<file path="config.mk">
export PLATFORM = sky130hd
export DESIGN_NAME = game_manager_nxn_flat
export DESIGN_NICKNAME = d
export VERILOG_FILES = /design/src/rtl/game_manager_nxn_if.sv /design/src/rtl/game_manager_nxn.sv /design/src/flat_wrapper.sv
export SDC_FILE = /design/constraint.sdc
export NUM_CORES = 1
export LEC_CHECK = 0
export CORE_ASPECT_RATIO = 1.25
export CORE_MARGIN = 2
export CORE_UTILIZATION = 34
export CTS_BUF_LIST = sky130_fd_sc_hd__clkbuf_4 sky130_fd_sc_hd__clkbuf_8
export DETAILED_ROUTE_END_ITERATION = 8
export GPL_ROUTABILITY_DRIVEN = 0
export PLACE_DENSITY = 0.62
export SLEW_MARGIN = 15
export SYNTH_ARGS = -nofsm -noshare
export SYNTH_HDL_FRONTEND = slang
export SYNTH_SLANG_ARGS = --single-unit
</file>
<file path="constraint.sdc">
create_clock -name clk -period 6.4 [get_ports clk]
set_input_delay 1.6 -clock clk [delete_from_list [all_inputs] [get_ports clk]]
set_output_delay 1.6 -clock clk [all_outputs]
set_load 0.02 [all_outputs]
</file>
<file path="src/rtl/game_manager_nxn_if.sv">
// game_manager_nxn_if: button inputs and board/status outputs of the NxN game engine
//  master: button front-end / testbench side (drives pulses, reads board state)
//  slave : game engine side
//  btn_u/d/l/r, btn_s, btn_undo, new_game : single-cycle pulses into the engine
//  p1_grid, p2_grid (N*N), cursor_x/y (CW), game_state (3), move_count (7), illegal (1) : engine outputs
interface game_manager_nxn_if #(
  parameter int N = 3
);
  localparam int CW = $clog2(N);
  logic btn_u, btn_d, btn_l, btn_r, btn_s, btn_undo, new_game;
  logic [N*N-1:0] p1_grid, p2_grid;
  logic [CW-1:0] cursor_x, cursor_y;
  logic [2:0] game_state;
  logic [6:0] move_count;
  logic illegal;
  modport master (
    output btn_u, btn_d, btn_l, btn_r, btn_s, btn_undo, new_game,
    input  p1_grid, p2_grid, cursor_x, cursor_y, game_state, move_count, illegal
  );
  modport slave (
    input  btn_u, btn_d, btn_l, btn_r, btn_s, btn_undo, new_game,
    output p1_grid, p2_grid, cursor_x, cursor_y, game_state, move_count, illegal
  );
endinterface

</file>
<file path="src/rtl/game_manager_nxn.sv">
// game_manager_nxn: NxN board, K-in-a-row turn-based game engine with a sequential win-line walker
//  clk, rst : clock, asynchronous active-high reset
//  bus      : game_manager_nxn_if.slave (button pulses in; grids, cursor, state, move count, illegal out)
//  game_state: 0 P1_TURN, 1 P2_TURN, 2 DRAW, 3 P1_WIN, 4 P2_WIN, 5 CHECK
//  GAME_MGR_UNDO_EN: when defined, one-level undo of the last placed move via btn_undo
//  After a placement the state reads CHECK for 8*(K-1) cycles; the edge closing the final
//  walk step resolves the outcome.
module game_manager_nxn #(
  parameter int N = 3,
  parameter int K = 3
) (
  input logic clk,
  input logic rst,
  game_manager_nxn_if.slave bus
);
  localparam int CW = $clog2(N);
  localparam int IW = $clog2(N * N);
  localparam int PW = CW + 2;
  localparam logic [3:0] KR = 4'(K);
  localparam logic [6:0] NN = 7'(N * N);
  localparam logic [CW-1:0] XM = CW'(N - 1);
  typedef enum logic [2:0] {P1_TURN, P2_TURN, DRAW, P1_WIN, P2_WIN, CHECK} state_t;
  state_t st;
  logic [N*N-1:0] g1, g2;
  logic [CW-1:0] cx, cy, wx, wy;
  logic signed [PW-1:0] px, py;
  logic [6:0] cnt;
  logic [2:0] sc;
  logic [1:0] dir;
  logic [3:0] run, run_n;
  logic mover, back, live, won, ill, hit, half_end, last, win_now;
  logic [IW-1:0] cidx, pidx;
  int dx, dy, nx, ny;
`ifdef GAME_MGR_UNDO_EN
  logic lv, lm;
  logic [IW-1:0] lc;
`else
  logic unused_undo;
  assign unused_undo = bus.btn_undo;
`endif
  // Probe = current walk position plus one step; directions are row, column, diagonal,
  // anti-diagonal (y decreasing going forward), negated on the backward half.
  always_comb begin
    dx = (dir == 2'd1) ? 0 : (back ? -1 : 1);
    dy = (dir == 2'd0) ? 0 : (((dir == 2'd3) != back) ? -1 : 1);
    nx = int'(px) + dx;
    ny = int'(py) + dy;
    pidx = IW'(ny * N + nx);
    cidx = IW'(int'(cy) * N + int'(cx));
    hit = live && nx >= 0 && nx < N && ny >= 0 && ny < N && (mover ? g2[pidx] : g1[pidx]);
    run_n = run + {3'b000, hit};
    half_end = sc == 3'(K - 2);
    last = half_end && back && dir == 2'd3;
    win_now = won || run_n >= KR;
  end
  always_ff @(posedge clk or posedge rst) begin
    if (rst) begin
      st <= P1_TURN;
      g1 <= '0;
      g2 <= '0;
      cx <= '0;
      cy <= '0;
      cnt <= '0;
      ill <= 1'b0;
      wx <= '0;
      wy <= '0;
      px <= '0;
      py <= '0;
      dir <= '0;
      sc <= '0;
      run <= '0;
      mover <= 1'b0;
      back <= 1'b0;
      live <= 1'b0;
      won <= 1'b0;
`ifdef GAME_MGR_UNDO_EN
      lv <= 1'b0;
      lm <= 1'b0;
      lc <= '0;
`endif
    end else begin
      ill <= 1'b0;
      if (bus.new_game) begin
        st <= P1_TURN;
        g1 <= '0;
        g2 <= '0;
        cx <= '0;
        cy <= '0;
        cnt <= '0;
`ifdef GAME_MGR_UNDO_EN
        lv <= 1'b0;
`endif
      end else if (st == CHECK) begin
        // A miss or edge kills the walk; the remaining steps of the half still take a cycle each.
        run <= run_n;
        live <= hit;
        sc <= sc + 3'd1;
        if (hit) begin
          px <= PW'(nx);
          py <= PW'(ny);
        end
        if (half_end) begin
          px <= {2'b00, wx};
          py <= {2'b00, wy};
          live <= 1'b1;
          sc <= '0;
          back <= ~back;
          if (back) begin
            dir <= dir + 2'd1;
            run <= 4'd1;
            won <= win_now;
          end
        end
        if (last)
          st <= win_now ? (mover ? P2_WIN : P1_WIN) : (cnt == NN) ? DRAW : (mover ? P1_TURN : P2_TURN);
      end
`ifdef GAME_MGR_UNDO_EN
      else if (bus.btn_undo) begin
        if (lv) begin
          if (lm) g2[lc] <= 1'b0;
          else g1[lc] <= 1'b0;
          cnt <= cnt - 7'd1;
          st <= lm ? P2_TURN : P1_TURN;
          lv <= 1'b0;
        end
      end
`endif
      else if (bus.btn_s) begin
        if (st == P1_TURN || st == P2_TURN) begin
          if (g1[cidx] || g2[cidx]) ill <= 1'b1;
          else begin
            if (st == P2_TURN) g2[cidx] <= 1'b1;
            else g1[cidx] <= 1'b1;
            cnt <= cnt + 7'd1;
            mover <= st == P2_TURN;
            wx <= cx;
            wy <= cy;
            px <= {2'b00, cx};
            py <= {2'b00, cy};
            dir <= '0;
            back <= 1'b0;
            sc <= '0;
            live <= 1'b1;
            run <= 4'd1;
            won <= 1'b0;
            st <= CHECK;
`ifdef GAME_MGR_UNDO_EN
            lv <= 1'b1;
            lm <= st == P2_TURN;
            lc <= cidx;
`endif
          end
        end
      end
      else if (bus.btn_u) cy <= (cy == '0) ? XM : cy - 1'b1;
      else if (bus.btn_d) cy <= (cy == XM) ? '0 : cy + 1'b1;
      else if (bus.btn_l) cx <= (cx == '0) ? XM : cx - 1'b1;
      else if (bus.btn_r) cx <= (cx == XM) ? '0 : cx + 1'b1;
    end
  end
  assign bus.p1_grid = g1;
  assign bus.p2_grid = g2;
  assign bus.cursor_x = cx;
  assign bus.cursor_y = cy;
  assign bus.game_state = st;
  assign bus.move_count = cnt;
  assign bus.illegal = ill;
endmodule
</file>
<file path="src/flat_wrapper.sv">
// flat-port wrapper written by rule: the top's interface ports become plain ports
module game_manager_nxn_flat 
#(
  parameter int N = 3,
  parameter int K = 3
)
  (clk, rst, bus_btn_u, bus_btn_d, bus_btn_l, bus_btn_r, bus_btn_s, bus_btn_undo, bus_new_game, bus_p1_grid, bus_p2_grid, bus_cursor_x, bus_cursor_y, bus_game_state, bus_move_count, bus_illegal);
  game_manager_nxn_if #(.N(N)) bus_i ();
  input logic clk;
  input logic rst;
  input wire logic [$bits(bus_i.btn_u)-1:0] bus_btn_u;
  input wire logic [$bits(bus_i.btn_d)-1:0] bus_btn_d;
  input wire logic [$bits(bus_i.btn_l)-1:0] bus_btn_l;
  input wire logic [$bits(bus_i.btn_r)-1:0] bus_btn_r;
  input wire logic [$bits(bus_i.btn_s)-1:0] bus_btn_s;
  input wire logic [$bits(bus_i.btn_undo)-1:0] bus_btn_undo;
  input wire logic [$bits(bus_i.new_game)-1:0] bus_new_game;
  output wire logic [$bits(bus_i.p1_grid)-1:0] bus_p1_grid;
  output wire logic [$bits(bus_i.p2_grid)-1:0] bus_p2_grid;
  output wire logic [$bits(bus_i.cursor_x)-1:0] bus_cursor_x;
  output wire logic [$bits(bus_i.cursor_y)-1:0] bus_cursor_y;
  output wire logic [$bits(bus_i.game_state)-1:0] bus_game_state;
  output wire logic [$bits(bus_i.move_count)-1:0] bus_move_count;
  output wire logic [$bits(bus_i.illegal)-1:0] bus_illegal;
  assign bus_i.btn_u = bus_btn_u;
  assign bus_i.btn_d = bus_btn_d;
  assign bus_i.btn_l = bus_btn_l;
  assign bus_i.btn_r = bus_btn_r;
  assign bus_i.btn_s = bus_btn_s;
  assign bus_i.btn_undo = bus_btn_undo;
  assign bus_i.new_game = bus_new_game;
  assign bus_p1_grid = bus_i.p1_grid;
  assign bus_p2_grid = bus_i.p2_grid;
  assign bus_cursor_x = bus_i.cursor_x;
  assign bus_cursor_y = bus_i.cursor_y;
  assign bus_game_state = bus_i.game_state;
  assign bus_move_count = bus_i.move_count;
  assign bus_illegal = bus_i.illegal;
  game_manager_nxn #(.N(N), .K(K)) u_core (.clk(clk), .rst(rst), .bus(bus_i));
endmodule
</file>
=== Word-level counts from Yosys, hierarchy flattened ===
Cells that the tools add are included.

* $add $sub $neg: 12
* Order comparisons: 8
* Multiply operators: 2
* Bitwise gates (word level): 6
* Eq/ne operators: 21
* Reduce and logical (&&, ||, !) cells: 35
* Multiplexer cells: 105

{| class="wikitable"
|+ Operator list
! cell !! number
|-
| 32-bit two-way mux || 4
|-
| 9-bit two-way mux || 12
|-
| 4-bit two-way mux || 18
|-
| 4-bit by 32-bit adder with 32-bit output || 2
|-
| 32-bit by 1-bit >= comparator with 1-bit output, second input constant || 2
|-
| 32-bit by 3-bit < comparator with 1-bit output, second input constant || 2
|-
| 2-bit two-way mux || 22
|-
| 3-bit two-way mux || 14
|-
| 7-bit two-way mux || 5
|-
| 32-bit by 3-bit multiplier with 4-bit output, second input constant || 1
|-
| 5-bit AND reduction || 6
|-
| 1-bit two-way mux || 25
|-
| 9-bit OR || 2
|-
| 1-bit binary-select mux with 4-bit select || 4
|-
| 2-bit by 1-bit inequality test with 1-bit output, second input constant || 6
|-
| 4-bit AND reduction || 3
|-
| 3-bit nonzero test || 4
|-
| 4-bit by 5-bit < comparator with 1-bit output, second input constant || 2
|-
| 2-bit nonzero test || 5
|-
| 1-bit logical AND || 8
|-
| 7-bit by 1-bit adder with 7-bit output, second input constant || 1
|-
| 7-bit by 4-bit == test with 1-bit output, second input constant || 1
|-
| 2-bit by 1-bit adder with 2-bit output, second input constant || 3
|-
| 2-bit == test, second input constant || 3
|-
| other kinds (22) || 34
|}

* Word-level logic and storage cells: 207
* Output and inout bits: 33
* Input port bits: 9
* Bits in registers: 58

=== Logic depth before layout (Yosys ltp) ===
Gate-level depths: netlist of run 1.

* Depth in word-level cells: 18
* Mapped depth: 24
* Mapped depth without buffers: 23

=== Worst setup path after synthesis of run 1 ===
Ideal clock, no wire load.

* Path type: register -> register
* Start point: reg u_core.dir[0]
* End point: reg u_core.st[1] (netlist: u_core.bus.game_state[1])
* Setup slack: -0.057 ns
* Data required time: 6.278 ns
* Arrival time: 6.336 ns
* Buffers on the path: 1
* Setup time: 0.122 ns
* Stages on the path, launching flop included: 19
* Cell sequence: dfrtp_1 -> ha_1 -> nor2b_1 -> ha_1 -> xnor2_1 -> fa_1 -> fa_1 -> buf_2 -> mux4_1 -> mux2_2 -> or2_4 -> a31oi_4 -> nor2_1 -> ha_1 -> ha_1 -> or3_1 -> a221oi_1 -> o21ai_0 -> a32o_1

* Cells in the longest elaborated chain, start to end: 18

{| class="wikitable"
|+ RTL lines
! element !! line !! text
|-
| from (decl) || game_manager_nxn.sv:29 || <nowiki>logic [1:0] dir;</nowiki>
|-
| from (signal assigned) || game_manager_nxn.sv:109 || <nowiki>dir <= dir + 2'd1;</nowiki>
|-
| 2-bit == test || game_manager_nxn.sv:45, game_manager_nxn.sv:53 ||
|-
| 1-bit inequality test || game_manager_nxn.sv:45 || <nowiki>dy = (dir == 2'd0) ? 0 : (((dir == 2'd3) != back) ? -1 : 1);</nowiki>
|-
| 32-bit two-way mux (2 in series) || game_manager_nxn.sv:45 ||
|-
| 4-bit by 32-bit adder with 32-bit output || game_manager_nxn.sv:47 || <nowiki>ny = int'(py) + dy;</nowiki>
|-
| 32-bit by 3-bit multiplier with 4-bit output || game_manager_nxn.sv:48 || <nowiki>pidx = IW'(ny * N + nx);</nowiki>
|-
| 4-bit adder || game_manager_nxn.sv:48 ||
|-
| 1-bit binary-select mux with 4-bit select || game_manager_nxn.sv:50 || <nowiki>hit = live && nx >= 0 && nx < N && ny >= 0 && ny < N && (mover ? g2[pidx] : g1[pidx]);</nowiki>
|-
| 1-bit two-way mux (not written as such) || game_manager_nxn.sv:50 ||
|-
| 1-bit two-way mux || game_manager_nxn.sv:50 ||
|-
| 1-bit logical AND || game_manager_nxn.sv:50 ||
|-
| 4-bit by 1-bit adder with 4-bit output || game_manager_nxn.sv:51 || <nowiki>run_n = run + {3'b000, hit};</nowiki>
|-
| 4-bit by 2-bit >= comparator with 1-bit output || game_manager_nxn.sv:54 || <nowiki>win_now = won || run_n >= KR;</nowiki>
|-
| 1-bit logical OR || game_manager_nxn.sv:54 ||
|-
| 3-bit two-way mux || game_manager_nxn.sv:115 || <nowiki>st <= win_now ? (mover ? P2_WIN : P1_WIN) : (cnt == NN) ? DRAW : (mover ? P1_TURN : P2_TURN);</nowiki>
|-
| 3-bit two-way mux || game_manager_nxn.sv:114 || <nowiki>if (last)</nowiki>
|-
| 3-bit two-way mux || game_manager_nxn.sv:93 || <nowiki>end else if (st == CHECK) begin</nowiki>
|-
| 3-bit two-way mux || game_manager_nxn.sv:83 || <nowiki>if (bus.new_game) begin</nowiki>
|-
| to (signal assigned) || game_manager_nxn.sv:115 ||
|-
| to (decl) || game_manager_nxn.sv:23 || <nowiki>state_t st;</nowiki>
|}

Several ways; a longest one is shown, not always the timed one. The select of a mux whose other input is x is not followed.
A chain may end at the register's enable or synchronous reset.

=== Worst setup path after layout of run 1 ===
Same ends and word-level chain as after synthesis.

==> results.py, run 1 <==
metrics = {
    "global_routing": {
        "grt_pass1_wl_um": 19300,
        "grt-ovfl-total": 0,
        "gr-usage-all-layers_pct": 17.1,
        "grt_max_degree": 59,
        "first_global_vias": 3910,
        "antenna_found_initial": 0,
    },
    "worst_setup_path": {
        "path_common_cell": "ha_1",
        "path_class": "reg -> reg",
        "crit_buf_inv": 3,
        "startpoint_type": "flip-flop",
        "cpPeakStageDelay_ps": 610,
        "required_ps": 6690,
        "crit_arrival_ps": 6350,
        "cp_max_fo": 5,
        "crit_chain": "ha_1, xor2_1, and2_1, fa_1, xnor2_1, inv_1, ha_1, inv_1, fa_1, fa_2, mux4_1, mux2_2, or3_1, nand4_1, nor2_1, ha_1, ha_1, or3_1, a221oi_1, buf_4, nand4b_1, o21ai_0, a32o_1",
        "crit_slowest_cell": "fa_2",
        "end_kind": "flip-flop",
        "cpLargestDelayFamily": "adder cells",
        "rrSetupSlack_ps": 330,
    },
    "placement": {
        "io_buffers": 40,
        "placed_cells": 658,
        "hpwl_um": 8420,
        "place_ws_ps": 228,
        "place_area_um2": 5110,
    },
    "sta": {
        "maxSlewViolCount": 0,
        "setup_slack_ps": 332,
        "holdWs_ps": 502,
        "final_hold_viol_count": 0,
        "clock_skew_ps": 8.27,
        "rsz0062_at_grt": "no",
        "relSlewSlack_pct": 44.0,
        "period_minus_slack_ps": 6070,
        "fmax_mhz": 165,
        "worstMarginPinSlew_ps": 834,
        "setup-violations-final": 0,
        "post-route-period-util_pct": 94.8,
        "fin_tns_setup_ps": 0,
    },
    "drt": {
        "drc": 0,
        "drt-initial-drc-count": 155,
        "routedWlPerCell_um": 16.7,
        "drt-total-wl_um": 11300,
        "ant_nets": 0,
        "num_vias": 3690,
        "vias_per_cell": 5.47,
        "drt_first_pass_iters": 4,
    },
    "cells_and_area": {
        "diodes": 0,
        "drive_gt1_share_pct": 9.13,
        "syn2layout_area_growth_pct": 18.3,
        "fin_cells": 675,
        "final_cell_mix": "dfrtp_1, clkdlybuf4s50_1, nor2_1",
        "final_common_cell": "dfrtp_1",
        "fin_nets": 566,
        "fin_area_um2": 5340,
        "utilization_pct": 40.7,
    },
    "power": {
        "fin_total_pwr_mw": 1.92,
        "peakVddDrop_v": 0.000202,
        "power_leakage_nw": 2.27,
        "power_per_cell_area_nw_per_um2": 360,
    },
    "status": {
        "status": "complete, no violations",
    },
    "clock_network": {
        "cts_sinks": 58,
        "numCtsBuffers": 9,
        "cts_tree": "built",
        "cts_buffer_depth": 2,
        "cts-htree-levels": 3,
        "clk_latency_ps": 350,
        "path_clk_slew_ps": 60,
        "root_buffer": "clkbuf_8",
    },
    "logic_synthesis": {
        "ys_warn_count": 0,
        "yosysSeqAreaShare_pct": 32.2,
        "syn_area_per_cell_um2": 9.90,
        "ys_types": 69,
        "ys_ff_latch": 58,
        "synth-edff-count": 0,
        "synth_top_flop_cell": "dfrtp_1",
        "synthCells": 456,
        "syn_nets": 522,
        "syn-cell-area_um2": 4510,
        "async_reset_ff_share_pct": 100,
    },
    "floorplanning": {
        "die_h_um": 133,
        "die_width_um": 107,
        "dieArea_um2": 14200,
        "core_area_um2": 13100,
        "pin_count": 42,
        "start_util_pct": 34.4,
        "std_cell_rows": 47,
    },
    "min_path": {
        "hold_path_class": "reg -> reg",
    },
    "job": {
        "drv_cap": 0,
    },
}
## worst reg2reg max path, delay by kind of cell, from the launching register on
family	cells	cell delay, ps
xor+xnor	2	370
fa+ha+maj	7	2530
buf+inv	3	330
compound gates	3	550
flops	1	420
simple gates	6	1230
mux	2	590
## cells by family after synthesis
| family | synth area share [%] |
|---|---|
| compound gates | 17.8 |
| buf+inv | 4.88 |
| mux | 4.66 |
| xor+xnor | 1.86 |
| fa+ha+maj | 20.5 |
| simple gates | 18.2 |
| flops | 32.2 |
## report_power, final
part / total [mW] / internal [mW] / switching (mW) / leakage (nW)
combinational: 1.10 / 0.509 / 0.590 / 1.37
sequential: 0.462 / 0.412 / 0.0508 / 0.794
clock: 0.359 / 0.213 / 0.146 / 0.109
total: 1.92 / 1.13 / 0.786 / 2.27
## registers in the layout (all words and copies together) (netlist names), 2 cells and up
name	count
u_core.bus.p1_grid	9
u_core.bus.p2_grid	9
u_core.bus.move_count	7
u_core.px	4
u_core.py	4
u_core.run	4
u_core.bus.game_state	3
u_core.sc	3
u_core.bus.cursor_x	2
u_core.bus.cursor_y	2
u_core.dir	2
u_core.wx	2
u_core.wy	2
## path summary, 6_finish.rpt
kind                                            from                                    to  depth (start not counted)
max                        u_core.dir[0]$_DFFE_PP0P_  u_core.bus.game_state[1]$_DFFE_PP0P_                         23
min                        u_core.run[0]$_DFFE_PP0P_             u_core.run[0]$_DFFE_PP0P_                          2
max reg2reg                u_core.dir[0]$_DFFE_PP0P_  u_core.bus.game_state[1]$_DFFE_PP0P_                         23
min reg2reg                u_core.run[0]$_DFFE_PP0P_             u_core.run[0]$_DFFE_PP0P_                          2
max in group asynchronous                        rst              u_core.py[0]$_DFFE_PP0P_                          3
min in group asynchronous                        rst  u_core.bus.move_count[4]$_DFFE_PP0P_                          3
## synthesized netlist by cell type (5+ instances only)
| cell | n | area share, % |
|---|---|---|
| nor4bb_1 | 8 | 1.8 |
| fa_1 | 28 | 12 |
| ha_1 | 29 | 8.0 |
| a21oi_1 | 21 | 2.3 |
| nor2b_1 | 7 | 0.97 |
| o32ai_1 | 6 | 1.2 |
| nand2_1 | 25 | 2.1 |
| o21ai_0 | 27 | 3.0 |
| nor2_1 | 38 | 3.2 |
| nand4_1 | 10 | 1.4 |
| o21ai_1 | 8 | 0.89 |
| nand2b_1 | 5 | 0.69 |
| o2bb2ai_1 | 12 | 2.3 |
| nand3_1 | 11 | 1.2 |
| mux2i_1 | 9 | 2.0 |
| or3_1 | 6 | 0.83 |
| xnor2_1 | 5 | 0.97 |
| inv_1 | 37 | 3.1 |
| buf_2 | 5 | 0.55 |
| clkbuf_1 | 10 | 0.83 |
| a21o_1 | 5 | 0.83 |
| nor3_1 | 7 | 0.78 |
| dfrtp_1 | 58 | 32 |
## layout make-up
cell class | count | area (um2)
fill | 1300 | 7770
multi-input combinational | 344 | 2850
sequential | 58 | 1450
timing repair buffer | 50 | 475
tap | 171 | 214
clock buffer | 13 | 173
inverter | 37 | 139
clock inverter | 2 | 35.0
## per-layer routing
layer  GRT usage (%)  share of wire (%)  vias to the layer above
met5               0                  0                        -
met4            7.07                3.0                        0
met3            3.40                3.4                       30
met2            30.6                 53                       89
met1            19.6                 40                     1840
li1                -                  -                     1731
## what timing repair did
action / in CTS / in global routing
setup endpoints to repair: 0 / 3
setup buffers: 0 / 2
gates resized for setup: 0 / 2
hold buffers: 0 / 0
Note: power is estimated with default switching activity, not from simulation.
==> run 2, diff against run 1 <==
--- a/config.mk
+++ b/config.mk
@@ -9,6 +9,7 @@
 export CORE_MARGIN = 2
 export CORE_UTILIZATION = 34
 export CTS_BUF_LIST = sky130_fd_sc_hd__clkbuf_4 sky130_fd_sc_hd__clkbuf_8
+export CTS_CLUSTER_DIAMETER = 80
 export DETAILED_ROUTE_END_ITERATION = 8
 export GPL_ROUTABILITY_DRIVEN = 0
 export PLACE_DENSITY = 0.62
==> results of run 2 <==
Final layout, timing and power as in run 1 (identical DEF).
==> run 3, diff against run 2 <==
--- a/config.mk
+++ b/config.mk
@@ -5,6 +5,7 @@
 export SDC_FILE = /design/constraint.sdc
 export NUM_CORES = 1
 export LEC_CHECK = 0
+export CAP_MARGIN = 20
 export CORE_ASPECT_RATIO = 1.25
 export CORE_MARGIN = 2
 export CORE_UTILIZATION = 34
==> results of run 3 <==
Final layout, timing and power as in run 1 (identical DEF).
